<file path="src/rtl/avalon_lsu.sv">
// Load/store unit bridging the core's request/response channels to an Avalon-MM master.
// Requests are queued, issued one bus transfer at a time, and answered in order.
module avalon_lsu #(
  parameter int DATA_WIDTH = 32,
  parameter int ADDR_WIDTH = 32,
  parameter int FIFO_DEPTH = 2
) (
  input  logic                    clk,
  input  logic                    reset,
  input  logic                    req_valid,
  output logic                    req_ready,
  input  logic                    req_write,
  input  logic [1:0]              req_size,
  input  logic                    req_signed,
  input  logic [ADDR_WIDTH-1:0]   req_addr,
  input  logic [DATA_WIDTH-1:0]   req_wdata,
  output logic                    rsp_valid,
  input  logic                    rsp_ready,
  output logic [DATA_WIDTH-1:0]   rsp_data,
  output logic                    rsp_error,
  output logic [ADDR_WIDTH-1:0]   address,
  output logic                    read,
  output logic                    write,
  input  logic                    waitrequest,
  output logic [DATA_WIDTH-1:0]   writedata,
  output logic [DATA_WIDTH/8-1:0] byteenable,
  input  logic [DATA_WIDTH-1:0]   readdata
);

  localparam int BE_W     = DATA_WIDTH / 8;
  localparam int OFF_W    = $clog2(BE_W);
  localparam int MAX_SIZE = OFF_W;
  localparam int PTR_W    = (FIFO_DEPTH > 1) ? $clog2(FIFO_DEPTH) : 1;
  localparam int CNT_W    = $clog2(FIFO_DEPTH + 1);

  typedef struct packed {
    logic                  write;
    logic [1:0]            size;
    logic                  sgn;
    logic [ADDR_WIDTH-1:0] addr;
    logic [DATA_WIDTH-1:0] wdata;
  } req_t;

  typedef enum logic [1:0] {IDLE, BUS, RESP} state_t;

  req_t               fifo_mem [FIFO_DEPTH];
  logic [PTR_W-1:0]   wr_ptr_reg, rd_ptr_reg;
  logic [CNT_W-1:0]   count_reg;
  logic               full, empty, push, pop;

  state_t             state_reg, state_next;
  logic               read_reg, write_reg;
  logic [ADDR_WIDTH-1:0] address_reg;
  logic [BE_W-1:0]    byteenable_reg;
  logic [DATA_WIDTH-1:0] writedata_reg;
  logic [OFF_W-1:0]   cur_offset_reg;
  logic [1:0]         cur_size_reg;
  logic               cur_signed_reg;
  logic [DATA_WIDTH-1:0] rsp_data_reg;
  logic               rsp_error_reg;

  function automatic logic [PTR_W-1:0] ptr_inc(input logic [PTR_W-1:0] p);
    return (p == PTR_W'(FIFO_DEPTH - 1)) ? '0 : p + PTR_W'(1);
  endfunction

  assign full      = (count_reg == CNT_W'(FIFO_DEPTH));
  assign empty     = (count_reg == '0);
  assign req_ready = !full;
  assign push      = req_valid && !full;

  always_ff @(posedge clk) begin
    if (push) begin
      fifo_mem[wr_ptr_reg] <= '{write: req_write, size: req_size, sgn: req_signed,
                                addr: req_addr, wdata: req_wdata};
    end
  end

  always_ff @(posedge clk) begin
    if (reset) begin
      wr_ptr_reg <= '0;
      rd_ptr_reg <= '0;
      count_reg  <= '0;
    end else begin
      if (push) wr_ptr_reg <= ptr_inc(wr_ptr_reg);
      if (pop)  rd_ptr_reg <= ptr_inc(rd_ptr_reg);
      case ({push, pop})
        2'b10:   count_reg <= count_reg + CNT_W'(1);
        2'b01:   count_reg <= count_reg - CNT_W'(1);
        default: count_reg <= count_reg;
      endcase
    end
  end

  // Decode of the FIFO head: lane placement and legality of the access.
  req_t                  head;
  logic [OFF_W-1:0]      head_offset;
  logic [2:0]            align_mask;
  logic                  illegal;
  logic [BE_W-1:0]       lane_mask, head_be;
  logic [DATA_WIDTH-1:0] head_wdata;
  logic [ADDR_WIDTH-1:0] head_address;

  assign head        = fifo_mem[rd_ptr_reg];
  assign head_offset = head.addr[OFF_W-1:0];

  always_comb begin
    align_mask = 3'b000;
    case (head.size)
      2'd0:    align_mask = 3'b000;
      2'd1:    align_mask = 3'b001;
      2'd2:    align_mask = 3'b011;
      default: align_mask = 3'b111;
    endcase
  end

  assign illegal      = ({1'b0, head.size} > 3'(MAX_SIZE)) || (|(head.addr[2:0] & align_mask));
  assign lane_mask    = BE_W'((16'd1 << (5'd1 << head.size)) - 16'd1);
  assign head_be      = lane_mask << head_offset;
  assign head_wdata   = head.wdata << {head_offset, 3'b000};
  assign head_address = {head.addr[ADDR_WIDTH-1:OFF_W], {OFF_W{1'b0}}};

  // Load extraction: one extended candidate per access size, selected by the latched size.
  logic [DATA_WIDTH-1:0] shifted;
  logic [DATA_WIDTH-1:0] ext [4];
  logic [DATA_WIDTH-1:0] load_value;

  assign shifted = readdata >> {cur_offset_reg, 3'b000};

  generate
    for (genvar gi = 0; gi < 4; gi++) begin : g_ext
      localparam int B = 8 << gi;
      if (B > DATA_WIDTH) begin : g_none
        assign ext[gi] = '0;
      end else if (B == DATA_WIDTH) begin : g_full
        assign ext[gi] = shifted;
      end else begin : g_part
        assign ext[gi] = {{(DATA_WIDTH - B){cur_signed_reg & shifted[B-1]}}, shifted[B-1:0]};
      end
    end
  endgenerate

  assign load_value = ext[cur_size_reg];

  always_comb begin
    state_next = state_reg;
    pop        = 1'b0;
    case (state_reg)
      IDLE: begin
        if (!empty) begin
          pop        = 1'b1;
          state_next = illegal ? RESP : BUS;
        end
      end
      BUS:     if (!waitrequest) state_next = RESP;
      RESP:    if (rsp_ready) state_next = IDLE;
      default: state_next = IDLE;
    endcase
  end

  always_ff @(posedge clk) begin
    if (reset) begin
      state_reg      <= IDLE;
      read_reg       <= 1'b0;
      write_reg      <= 1'b0;
      address_reg    <= '0;
      byteenable_reg <= '0;
      writedata_reg  <= '0;
      cur_offset_reg <= '0;
      cur_size_reg   <= '0;
      cur_signed_reg <= 1'b0;
      rsp_data_reg   <= '0;
      rsp_error_reg  <= 1'b0;
    end else begin
      state_reg <= state_next;
      case (state_reg)
        IDLE: begin
          if (pop) begin
            cur_offset_reg <= head_offset;
            cur_size_reg   <= head.size;
            cur_signed_reg <= head.sgn;
            if (illegal) begin
              rsp_error_reg <= 1'b1;
              rsp_data_reg  <= '0;
            end else begin
              rsp_error_reg  <= 1'b0;
              read_reg       <= !head.write;
              write_reg      <= head.write;
              address_reg    <= head_address;
              byteenable_reg <= head_be;
              writedata_reg  <= head_wdata;
            end
          end
        end
        BUS: begin
          if (!waitrequest) begin
            read_reg     <= 1'b0;
            write_reg    <= 1'b0;
            rsp_data_reg <= read_reg ? load_value : '0;
          end
        end
        default: ;
      endcase
    end
  end

  assign rsp_valid  = (state_reg == RESP);
  assign rsp_data   = rsp_data_reg;
  assign rsp_error  = rsp_error_reg;
  assign address    = address_reg;
  assign read       = read_reg;
  assign write      = write_reg;
  assign byteenable = byteenable_reg;
  assign writedata  = writedata_reg;

endmodule

</file>
<file path="config.mk">
export PLATFORM = sky130hd
export DESIGN_NAME = avalon_lsu
export DESIGN_NICKNAME = d
export VERILOG_FILES = /design/src/rtl/avalon_lsu.sv
export SDC_FILE = /design/constraint.sdc
export NUM_CORES = 1
export LEC_CHECK = 0
export ABC_AREA = 1
export CAP_MARGIN = 15
export CORE_AREA = 5 5 177 179
export CTS_CLUSTER_SIZE = 28
export DETAILED_ROUTE_END_ITERATION = 10
export DIE_AREA = 0 0 182 184
export GPL_TIMING_DRIVEN = 0
export HOLD_SLACK_MARGIN = 0.02
export SYNTH_ARGS = -nofsm -noshare
export SYNTH_HDL_FRONTEND = slang
export SYNTH_SLANG_ARGS = --single-unit
</file>
<file path="constraint.sdc">
create_clock -name clk -period 4.5 [get_ports clk]
set_input_delay 0.45 -clock clk [delete_from_list [all_inputs] [get_ports clk]]
set_output_delay 0.45 -clock clk [all_outputs]
set_load 0.01 [all_outputs]
</file>
==> results.sh <==
export IMPL_outcome="finished clean"
export IMPL_synth_area_leaders="edfxtp_1, dfxtp_1, nand2_1, nor2_1, o21ai_0"
export IMPL_post_dp_cell_area_sq_um=13200
export IMPL_maxCapViolations=0
export IMPL_total_power_mw=8.71
export IMPL_clock_sinks=249
export IMPL_top_usage_layer="met2"
export IMPL_synthMuxAreaShare_pct=0
export IMPL_max_freq_mhz=450
export IMPL_antenna_found_initial=1
export IMPL_cp_max_fo=3
export IMPL_dr_pass1_iters=5
export IMPL_fin_crit_sh_pct=49.4
export IMPL_finalHoldViolations=0
export IMPL_grt_total_usage_pct=17.7
export IMPL_fin_setup_tns_ns=0
export IMPL_final_setup_viol_count=0
export IMPL_post_cts_resized=0
export IMPL_synthesis_area_sq_um=10500
export IMPL_slew_viol_final=0
export IMPL_synth_xor_xnor_area_share_pct=0
export IMPL_post_cts_buffers=0
export IMPL_rsz0062_at_grt="no"
export IMPL_core_area_sq_um=29400
export IMPL_grt_pass1_wl_microns=47100
export IMPL_cts_buffer_depth=3
export IMPL_worst_slew_pin_slew_ns=0.785
export IMPL_largest_register_ffs=136
export IMPL_syn_area_per_cell_sq_um=8.79
export IMPL_synth_fa_ha_area_share_pct=0.119
export IMPL_start_util_pct=35.8
export IMPL_stdcell_count=1848
export IMPL_critical_path_cell_chain="inv_2 > nor2_1 > clkdlybuf4s50_1"
export IMPL_worstHoldPathType="reg -> reg"
export IMPL_clk_pin_slew_ns=0.06
export IMPL_synth_compound_area_share_pct=10.0
export IMPL_cts_htree_levels=1
export IMPL_grt_max_degree=32
export IMPL_cp_end_kind="output pin"
export IMPL_cpMaxStageDelayCell="clkdlybuf4s50_1"
export IMPL_drc=0
export IMPL_dp_cells=1798
export IMPL_yosys_area_share_simple_pct=23.9
export IMPL_met1_usage_pct=23.2
export IMPL_ys_seq_area_share_pct=60.3
export IMPL_yosys_area_top_type_share_pct=38.8
export IMPL_ys_types=38
export IMPL_first_global_vias=8686
export IMPL_slew_headroom_pct=47.6
export IMPL_dieArea_sq_um=33500
export IMPL_ctsHoldBuffers=0
export IMPL_power_density_nw_per_um2=622
export IMPL_cts_tree="built"
export IMPL_ios=210
export IMPL_p_leak_nw=5.51
export IMPL_dieWidth_microns=182
export IMPL_ys_warnings_count=0
export IMPL_wl_per_cell_microns=16.6
export IMPL_clk_latency_ns=0.53
export IMPL_synth_top_family_by_area="simple AND/OR/NAND/NOR gates"
export IMPL_dr_total_vias=8787
export IMPL_syn_instance_count=1197
export IMPL_antenna_left=0
export IMPL_arrival_ns=1.77
export IMPL_fin_crit_ns=2.22
export IMPL_syn_to_final_growth_pct=33.1
export IMPL_critPathKind="reg -> out"
export IMPL_ir_drop_mv=0.308
export IMPL_critical_path_required_ns=4.05
export IMPL_finalClockSkew_ns=0.0127
export IMPL_drive_gt1_share_pct=6.66
export IMPL_gp_congestion=0.904
export IMPL_layout_nets=1543
export IMPL_yosys_area_top_type="edfxtp_1"
export IMPL_finalWirelength_microns=30700
export IMPL_hpwl_microns=22600
export IMPL_fin_area_sq_um=14000
export IMPL_grt_util_met3_pct=3.68
export IMPL_cts_buffers=27
export IMPL_cp_start_kind="register"
export IMPL_use_met2_pct=30.2
export IMPL_max_stage_delay_ns=0.59
export IMPL_drt_iter0_markers=617
export IMPL_ys_ff_latch=249
export IMPL_n_fill_cell=2850
export IMPL_io_buffers=206
export IMPL_die_h_microns=184
export IMPL_overflow=0
export IMPL_cts_root_buf="clkbuf_16"
export IMPL_core_rowCount=63
export IMPL_viasPerCell=4.75
## metrics by stage
step	hold slack [ns]	util [%]	setup slack [ns]
global placement	0.437	44.5	-1.96
detailed placement	0.447	44.8	1.89
global route	0.482	47.6	2.17
finish	0.462	47.6	2.28
CTS	0.452	47.6	2.28
floorplan	0.426	-	0.500
## synth_stat cells (all sizes together)
cell type / count
clkbuf: 33
a211oi: 4
edfxtp: 136
o21ai: 91
or2: 6
a21oi: 77
inv: 65
buf: 37
nand4: 3
o211ai: 4
ha: 1
nand3: 79
conb: 1
clkinv: 1
nand3b: 2
a21boi: 16
dfxtp: 113
nor3: 3
o22ai: 1
nand2: 400
nor2: 123
a31oi: 1
## logic make-up after synthesis
logic type | count (synthesis)
and+or+nand+nor | 616
DFF | 249
AOI/OAI and AO/OA | 194
buffers and inverters | 136
adders and majority gates | 1
other | 1
## final cells by class
class	count	area, sq um	area share [%]
inverters	66	250	1.79
diodes	1	2.50	0.0179
multi-input cells	813	3600	25.7
well taps	390	488	3.49
repair buffers	210	2140	15.3
clock buffers	41	768	5.49
plain buffers	70	344	2.46
flip-flops and latches	249	6350	45.3
clock inverters	8	62.6	0.447
## report_power, final
group	switching (mW)	internal (mW)	total, mW
sequential	0.226	2.87	3.09
combinational	2.25	1.28	3.53
clock	0.860	1.22	2.08
## cells in the final DEF, fill, tap and decap left out, drive strengths merged, types with 7 or more instances in the layout
cell type and count:
nand2 400, clkdlybuf4s50 206, edfxtp 136, nor2 123
dfxtp 113, o21ai 91, nand3 79, a21oi 77
clkbuf 74, inv 65, buf 41, a21boi 16
clkinv 7
## critical path: cells and delay by family (launching register included)
kind / cells / cell delay, ns
buf+inv: 2 / 0.65
flops: 1 / 0.39
simple gates: 1 / 0.21
## per-layer routing
| layer | vias to the layer above | part of all wire [%] |
|---|---|---|
| met4 | 0 | 1.8 |
| met2 | 257 | 47 |
| met5 | - | 0 |
| met3 | 42 | 6.4 |
| met1 | 4064 | 45 |
| li1 | 4424 | - |
## final timing paths
path | startpoint | endpoint | slack (ns) | cells past startpoint
setup reg to reg | count_reg[0] | fifo_mem[0][3] | 2.33 | 6
setup / recovery | state_reg[1] | rsp_valid | 2.28 | 3
hold reg to reg | address[23] | address[23] | 0.46 | 2
hold / removal | address[23] | address[23] | 0.46 | 2
Power figures use the tool's default switching activity.
